## config.mk

```make
export PLATFORM = sky130hd
export DESIGN_NAME = zjh_mux_arbiter
export DESIGN_NICKNAME = d
export VERILOG_FILES = /design/src/rtl/zjh_arb_pkg.sv /design/src/rtl/zjh_rr_pick.sv /design/src/rtl/zjh_mux_arbiter.sv
export SDC_FILE = /design/constraint.sdc
export NUM_CORES = 1
export LEC_CHECK = 0
export CORE_MARGIN = 3
export CORE_UTILIZATION = 44
export DETAILED_ROUTE_END_ITERATION = 6
export GPL_TIMING_DRIVEN = 0
export PLACE_DENSITY = 0.8
export SLEW_MARGIN = 10
export SYNTH_ARGS = -nofsm -noshare
export SYNTH_HDL_FRONTEND = slang
export SYNTH_SLANG_ARGS = --single-unit
```

## constraint.sdc

```tcl
create_clock -name Clk -period 1.9 [get_ports Clk]
set_input_delay 0.19 -clock Clk [delete_from_list [all_inputs] [get_ports Clk]]
set_output_delay 0.19 -clock Clk [all_outputs]
set_load 0.02 [all_outputs]
```

## src/rtl/zjh_arb_pkg.sv

```systemverilog
// Shared types and constants for the zjh mux arbiter: FSM states, widths, reset values.
package zjh_arb_pkg;

  localparam int unsigned NUM_REQ = 4;
  localparam int unsigned SEL_W   = 2;

  typedef enum logic [1:0] {
    StIdle,
    StSetup,
    StGrant,
    StGap
  } arb_state_e;

  localparam logic [SEL_W-1:0] SEL_RST  = '0;
  // Last starts at the top index so the first search begins at requester 0.
  localparam logic [SEL_W-1:0] LAST_RST = '1;

  function automatic logic [NUM_REQ-1:0] sel_onehot(input logic [SEL_W-1:0] sel);
    sel_onehot      = '0;
    sel_onehot[sel] = 1'b1;
  endfunction

endpackage

```

## src/rtl/zjh_rr_pick.sv

```systemverilog
// Combinational rotate-priority picker: first set request after Last, wrapping back to Last.
module zjh_rr_pick
  import zjh_arb_pkg::*;
(
  input  logic [NUM_REQ-1:0] Req,
  input  logic [SEL_W-1:0]   Last,
  output logic               Any,
  output logic [SEL_W-1:0]   Idx
);

  always_comb begin
    Any = |Req;
    Idx = Last;
    // Walk from farthest to nearest so the nearest set bit wins; k=4 wraps onto Last itself.
    for (int k = 4; k >= 1; k--) begin
      if (Req[Last + SEL_W'(k)]) begin
        Idx = Last + SEL_W'(k);
      end
    end
  end

endmodule

```

## src/rtl/zjh_mux_arbiter.sv

```systemverilog
// Round-robin, break-before-make sequencer for a 4:1 active-low-enable mux.
// Optional hold timeout compiled in with ZJH_ARB_TIMEOUT_EN.
module zjh_mux_arbiter
  import zjh_arb_pkg::*;
#(
  parameter int unsigned HOLD_MAX = 8
) (
  input  logic               Clk,
  input  logic               Rst,
  input  logic [NUM_REQ-1:0] Req,
  input  logic [NUM_REQ-1:0] DateIn,
  output logic [SEL_W-1:0]   Sel,
  output logic               Enable_n,
  output logic [NUM_REQ-1:0] Grant,
  output logic               DateOut,
  output logic               DateValid
);

  if (HOLD_MAX < 1) begin : g_hold_chk
    $error("HOLD_MAX must be at least 1");
  end

  arb_state_e         state_q;
  logic [SEL_W-1:0]   sel_q;
  logic [SEL_W-1:0]   last_q;
  logic               enable_n_q;
  logic [NUM_REQ-1:0] grant_q;
  logic               dout_q;
  logic               dvalid_q;

  logic               pick_any;
  logic [SEL_W-1:0]   pick_idx;
  logic               hold_done;

  zjh_rr_pick u_pick (
    .Req  (Req),
    .Last (last_q),
    .Any  (pick_any),
    .Idx  (pick_idx)
  );

`ifdef ZJH_ARB_TIMEOUT_EN
  localparam int unsigned CntW = $clog2(HOLD_MAX + 1);

  logic [CntW-1:0] cnt_q;

  assign hold_done = (cnt_q == CntW'(HOLD_MAX - 1));

  // Held at zero outside GRANT, so every GRANT entry starts from a cleared count.
  always_ff @(posedge Clk) begin
    if (Rst) begin
      cnt_q <= '0;
    end else if (state_q == StGrant) begin
      cnt_q <= cnt_q + 1'b1;
    end else begin
      cnt_q <= '0;
    end
  end
`else
  assign hold_done = 1'b0;
`endif

  always_ff @(posedge Clk) begin
    if (Rst) begin
      state_q    <= StIdle;
      sel_q      <= SEL_RST;
      last_q     <= LAST_RST;
      enable_n_q <= 1'b1;
      grant_q    <= '0;
      dout_q     <= 1'b0;
      dvalid_q   <= 1'b0;
    end else begin
      enable_n_q <= 1'b1;
      grant_q    <= '0;
      dout_q     <= 1'b0;
      dvalid_q   <= 1'b0;
      unique case (state_q)
        StIdle, StGap: begin
          if (pick_any) begin
            sel_q   <= pick_idx;
            state_q <= StSetup;
          end else begin
            state_q <= StIdle;
          end
        end
        StSetup: begin
          if (Req[sel_q]) begin
            state_q    <= StGrant;
            last_q     <= sel_q;
            enable_n_q <= 1'b0;
            grant_q    <= sel_onehot(sel_q);
          end else begin
            state_q <= StIdle;
          end
        end
        StGrant: begin
          dout_q   <= DateIn[sel_q];
          dvalid_q <= 1'b1;
          if (Req[sel_q] && !hold_done) begin
            enable_n_q <= 1'b0;
            grant_q    <= sel_onehot(sel_q);
          end else begin
            state_q <= StGap;
          end
        end
        default: state_q <= StIdle;
      endcase
    end
  end

  assign Sel       = sel_q;
  assign Enable_n  = enable_n_q;
  assign Grant     = grant_q;
  assign DateOut   = dout_q;
  assign DateValid = dvalid_q;

endmodule
```

==> out/qor.csv, run 1 <==
stage;metric;value;unit
drt;Routed WL;1350;um
place;routability cong.;0.796;
clocking;number of clock sinks;13;
floorplanning;Placeable Area;0.00133;mm^2
global_route;first-pass GRT wire length;2350;um
floorplanning;number of I/O pins;19;
power;clock network fraction of design power;24.1;%
floorplanning;Initial Util;48.2;%
critical_path;Worst R2R Setup Slack;310;ps
power;static leakage;0.336;nW
sta;Final Hold Viols;0;
min_path;hold endpoint;state_q[1];
run_status;status;finished clean;
critical_path;CP top delay family;multiplexers;
synthesis;Cells after Synth;66;
synthesis;Synth Area in Simple Gates;22.4;%
layout;Layout Nets;100;
global_route;largest net degree at the start of global routing;11;
power;NetSw;210;uW
critical_path;endpoint class of the critical path;register;
critical_path;Buf+Inv Stages, Crit Path;1;
critical_path;R2R Path Start;Sel[0];
sta;Tmin final;1590;ps
critical_path;startpoint types;register;
floorplanning;overall die width;44.2;um
critical_path;crit-path cells;buf_6 > mux4_2 > nand2b_1 > a21oi_1 > a311oi_1;
clocking;Hold-fix buffers, CTS;0;
clocking;# H-tree levels;1;
drt;Pre-antenna DRT Iters;4;
floorplanning;num rows;13;
synthesis;top post-synthesis cells by area;dfxtp_1 (40%), a21oi_1 (5.4%), mux4_1 (4.1%);
power;power share of the combinational group;30.8;%
synthesis;top-count cell post-synth;dfxtp_1;
layout;synth-to-layout area growth;33.5;%
clocking;Bufs on Longest Clock Path;2;
synthesis;post-synth net total;78;
global_route;GRT Total Usage;16.7;%
layout;Post-Layout Cell Count;102;
clocking;post_cts resized;0;
critical_path;Crit Path Category;reg2reg;
global_route;number of global-route vias before repair;509;
sta;Worst Max-Slew Pin Slew;400;ps
layout;Layout fillers;113;
floorplanning;die height;44.2;um
synthesis;main combinational cell family by area after synthesis;simple AND/OR/NAND/NOR gates;
place;Placed Cells;98;
drt;WL per Instance;13.2;um
synthesis;Commonest cells post-synth;dfxtp_1 (13), a21oi_1 (7), nand2_1 (5);
layout;final core utilization;64.4;%
critical_path;CP arrival;1740;ps
sta;Hold Slack;318;ps
place;DP HPWL;992;um
min_path;hold_sp;Rst;
sta;setup TNS;0;ps
power;Design Power;697;uW
power;switching part of the total;30.2;%
drt;DRC Markers;0;
min_path;Worst Hold Depth;2;
synthesis;YS warnings;0;
sta;achievable frequency;628;MHz
power;maximum vdd drop;0.486;mV
drt;DRT iter0 DRCs;14;
flow_run;max capacitance violation total;0;
clocking;Setup Buffers After CTS;0;
clocking;CTS root buf;clkbuf_4;
sta;clk_skew;6.18;ps
drt;total number of vias;570;
critical_path;cells on worst reg2reg path;5;
critical_path;FF-to-FF End;state_q[0];
power;PwrDens;812;mW/mm^2
synthesis;FFs w/ async S/R, synth;0;%
critical_path;CP Max Fanout;8;
critical_path;worst path required time;2050;ps
synthesis;post-synth top area share;40.5;%
synthesis;post-synthesis xor/xnor area fraction;0;%
floorplanning;Die ar.;0.00196;mm^2
min_path;Worst Hold Class;in2reg;
clocking;Skew-Pair Late Insertion Delay;270;ps
synthesis;number of synthesized flops with an enable pin;0;
global_route;antenna violations before repair;0;
synthesis;syn_area_per_cell;9.74;um^2
drt;Routed Antenna Nets;0;
synthesis;Post-Synth Adder-Cell Area;3.89;%
synthesis;post-synth top area cell;dfxtp_1;
synthesis;Post-Syn Area;643;um^2
sta;RSZ-0062 raised after global routing;no;
clocking;clk slew on worst S/H paths;80;ps
synthesis;synth unique cells;29;
global_route;grt ovf;0;
clocking;TritonCTS clock tree;built;
synthesis;sequential element share of the synthesized area;40.5;%
synthesis;Top FF cell, synth;dfxtp_1;
drt;Vias/cell;5.59;
layout;layout cells sized above 1;14.9;%
clocking;total CTS buffers;3;
place;PortBufs;17;
critical_path;crit-path max cell delay;560;ps
synthesis;Synth Area in Compound Gates;16.7;%
sta;Tcrit/Tclk final;83.8;%
sta;Slew Viols, Final;0;
sta;normalized max-slew margin;73.4;%
layout;n_diodes;0;
critical_path;Slowest-stage cell, CP;mux4_2;
synthesis;post-synthesis mux area share;11.1;%
power;Seq pwr share;45.1;%
sta;final setup vio count;0;
power;internal power;487;uW
synthesis;synthesized flop and latch total;13;
## kinds of logic (layout without fill, tap and decap cells)
| logic type | after synthesis | in the layout |
|---|---|---|
| and+or+nand+nor | 24 | 24 |
| AOI/OAI and AO/OA | 16 | 16 |
| DFF | 13 | 13 |
| buffers and inverters | 7 | 28 |
| muxes | 4 | 4 |
| adders and majority gates | 2 | 2 |
## worst max path at each step
stage          startpoint          to  cells after the start  slack, ps
3_3_place_gp       Req[3]  state_q[0]                      5         90
5_1_grt            Sel[0]  state_q[0]                      5        230
2_1_floorplan      Sel[0]  state_q[0]                      5        280
4_1_cts            Sel[0]  state_q[0]                      5        320
3_5_place_dp       Req[3]  state_q[0]                      5         70
6_report           Sel[0]  state_q[0]                      5        310
## area by class of cell
| type | instances | area (um^2) | area share (%) |
|---|---|---|---|
| multi-input cells | 46 | 348 | 40.5 |
| flip-flops and latches | 13 | 260 | 30.3 |
| repair buffers | 17 | 170 | 19.8 |
| clock buffers | 4 | 26.3 | 3.06 |
| plain buffers | 3 | 20.0 | 2.33 |
| well taps | 15 | 18.8 | 2.19 |
| inverters | 4 | 15.0 | 1.75 |
## layer usage
layer  share of wire, %  GRT usage [%]  wire [um]
met5                  0              0          0
met4                1.7           9.04         23
met3                5.8           4.47         78
met2                 46           23.8        620
met1                 46           22.8        623
## worst register-to-register path, stage by stage (launching register included)
cell and delay, ps:
dfxtp_1 340, buf_6 130, mux4_2 560, nand2b_1 190
a21oi_1 180, a311oi_1 70
## cell usage in the layout, fill, tap and decap left out, drive strengths merged
cell type      Yosys  final
nor2b              1      1
and4b              2      2
o21ai              2      2
mux2               2      2
o21bai             1      1
a21oi              7      7
a311oi             3      3
buf                2      2
nor3               2      2
nand3              1      1
mux4               2      2
nor2               3      3
dfxtp             13     13
clkbuf             1      5
nand2              6      6
clkdlybuf4s50      0     17
nor3b              1      1
nand2b             4      4
ha                 2      2
nor4b              1      1
or3                1      1
a31o               1      1
and2               1      1
and4               1      1
a211oi             1      1
inv                4      4
o41a               1      1
## per-stage QoR
step	setup WS, ps	instance area (um^2)
2_1_floorplan	277	643
3_3_place_gp	93.9	832
3_5_place_dp	72.8	832
4_1_cts	320	858
5_1_grt	233	858
6_report	307	858
## state kept, by name, indices dropped and copies added, names as in the netlist
| name | cells |
|---|---|
| DateOut | 1 |
| DateValid | 1 |
| Enable_n | 1 |
| Grant | 4 |
| Sel | 2 |
| last_q | 2 |
| state_q | 2 |
## power by group through the flow
stage / clock, mW / sequential (mW) / combinational, mW
finish: 0.168 / 0.315 / 0.214
global route: 0.194 / 0.318 / 0.237
CTS: 0.172 / 0.314 / 0.215
detailed placement: 0 / 0.321 / 0.213
global placement: 0 / 0.320 / 0.211
floorplan: 0 / 0.334 / 0.128
Note: power is estimated with default switching activity, not from simulation.
==> run 2, diff against run 1 <==
Settings changed: CORE_UTILIZATION 44 to 40, PLACE_DENSITY 0.8 to 0.77.
Clock period 1.9 ns to 1.3 ns, I/O delays scaled along.
==> out/qor.csv, run 2 (synthesis results as in run 1) <==
stage;metric;value;unit
run_status;status;finished, violations left;
run_status;failing checks;setup timing;
sta;setup TNS;-175;ps
critical_path;worst path required time;1450;ps
min_path;Worst Hold Depth;3;
clocking;# H-tree levels;1;
drt;Routed WL;1500;um
layout;final instance area;898;um^2
clocking;Hold-fix buffers, CTS;0;
floorplanning;number of I/O pins;19;
global_route;largest net degree at the start of global routing;11;
floorplanning;overall die width;46.1;um
drt;WL per Instance;14.6;um
clocking;Bufs on Longest Clock Path;2;
power;Design Power;1.06;mW
sta;achievable frequency;712;MHz
clocking;TritonCTS clock tree;built;
drt;DRC Markers;0;
layout;Layout Nets;101;
clocking;total CTS buffers;3;
sta;Final Hold Viols;0;
drt;total number of vias;573;
power;maximum vdd drop;0.708;mV
layout;number of flip-flops in the largest register;4;
clocking;number of clock sinks;13;
min_path;Worst Hold Class;in2reg;
layout;n_diodes;0;
layout;synth-to-layout area growth;39.7;%
sta;Tcrit/Tclk final;108;%
critical_path;Crit Path Category;reg2reg;
place;Placed Cells;98;
critical_path;endpoint class of the critical path;register;
place;DP HPWL;1080;um
flow_run;max capacitance violation total;0;
sta;Worst Max-Slew Pin Slew;411;ps
clocking;CTS root buf;clkbuf_4;
sta;clk_skew;7.70;ps
sta;normalized max-slew margin;72.6;%
critical_path;startpoint types;register;
drt;Routed Antenna Nets;0;
sta;Tmin final;1400;ps
critical_path;CP arrival;1560;ps
floorplanning;die height;46.1;um
critical_path;CP Max Fanout;5;
sta;RSZ-0062 raised after global routing;yes;
power;static leakage;0.426;nW
sta;final setup vio count;2;
floorplanning;Placeable Area;0.00140;mm^2
critical_path;cells on worst reg2reg path;4;
global_route;grt ovf;0;
floorplanning;num rows;13;
global_route;first-pass GRT wire length;2390;um
place;routability cong.;0.834;
layout;commonest non-fill, non-tap cell in the layout;dfxtp_1;
global_route;antenna violations before repair;0;
power;PwrDens;1180;mW/mm^2
clocking;clk slew on worst S/H paths;80;ps
place;PortBufs;17;
global_route;GRT Total Usage;16.1;%
drt;DRT iter0 DRCs;12;
place;placed inst area;847;um^2
layout;Post-Layout Cell Count;103;
clocking;Skew-Pair Late Insertion Delay;270;ps
global_route;number of global-route vias before repair;514;
layout;most frequent cells in the layout;dfxtp_1 (12), dlygate4sd2_1 (9), a21oi_1 (6);
drt;Pre-antenna DRT Iters;4;
sta;Slew Viols, Final;0;
layout;layout cells sized above 1;22.7;%
drt;Vias/cell;5.56;
floorplanning;Die ar.;0.00212;mm^2
floorplanning;Initial Util;46.0;%
sta;Worst Slack Setup Final;-105;ps
-- run 2: metal layers --
| metal | part of all wire, % | global-route usage, % | routed length (um) | vias up |
|---|---|---|---|---|
| met2 | 53 | 27.2 | 794 | 19 |
| met4 | 0 | 5.11 | 0 | 0 |
| li1 | - | - | - | 286 |
| met1 | 41 | 19.8 | 615 | 268 |
| met3 | 6.3 | 3.91 | 94 | 0 |
| met5 | 0 | 0 | 0 | - |
-- run 2: through the flow --
step           hold slack, ps  utilization [%]  setup slack [ps]
2_1_floorplan             285                -              -166
3_3_place_gp              489             60.6              -401
3_5_place_dp              499             60.6              -434
4_1_cts                   270             64.1              -159
5_1_grt                   284             64.2              -171
6_report                  261             64.2              -105
-- run 2: path summary, 6_finish.rpt --
path / to / start / slack, ps
setup / recovery: state_q[0] / Sel[0] / -100
hold / removal: Grant[0] / Req[0] / 260
setup reg to reg: state_q[0] / Sel[0] / -100
hold reg to reg: state_q[0] / state_q[0] / 570
-- run 2: worst max-delay path, cell delays in order (launching register included) --
cell and delay, ps:
dfxtp_4 360, mux4_2 570, nand2b_4 180, a21oi_2 130
a311oi_1 50
-- run 2: report_power, final --
part           leakage [nW]  internal, mW  total, mW  switching [mW]
Combinational         0.304         0.175      0.346           0.172
Clock                0.0150         0.119      0.248           0.129
Sequential            0.107         0.435      0.464          0.0289
Total                 0.426         0.729       1.06           0.330
-- run 2: final cells by class --
type	instances	area [um^2]
sequential	13	264
buffer	2	11.3
clock buffer	4	26.3
tap	15	18.8
multi-input combinational	46	379
fill	124	500
inverter	4	15.0
timing repair buffer	19	184
-- run 2: repair_timing --
action / in CTS / in global routing
pin swaps: 1 / 2
endpoints found under the setup margin: 18 / 12
setup buffers: 2 / 0
gates resized for setup: 14 / 6
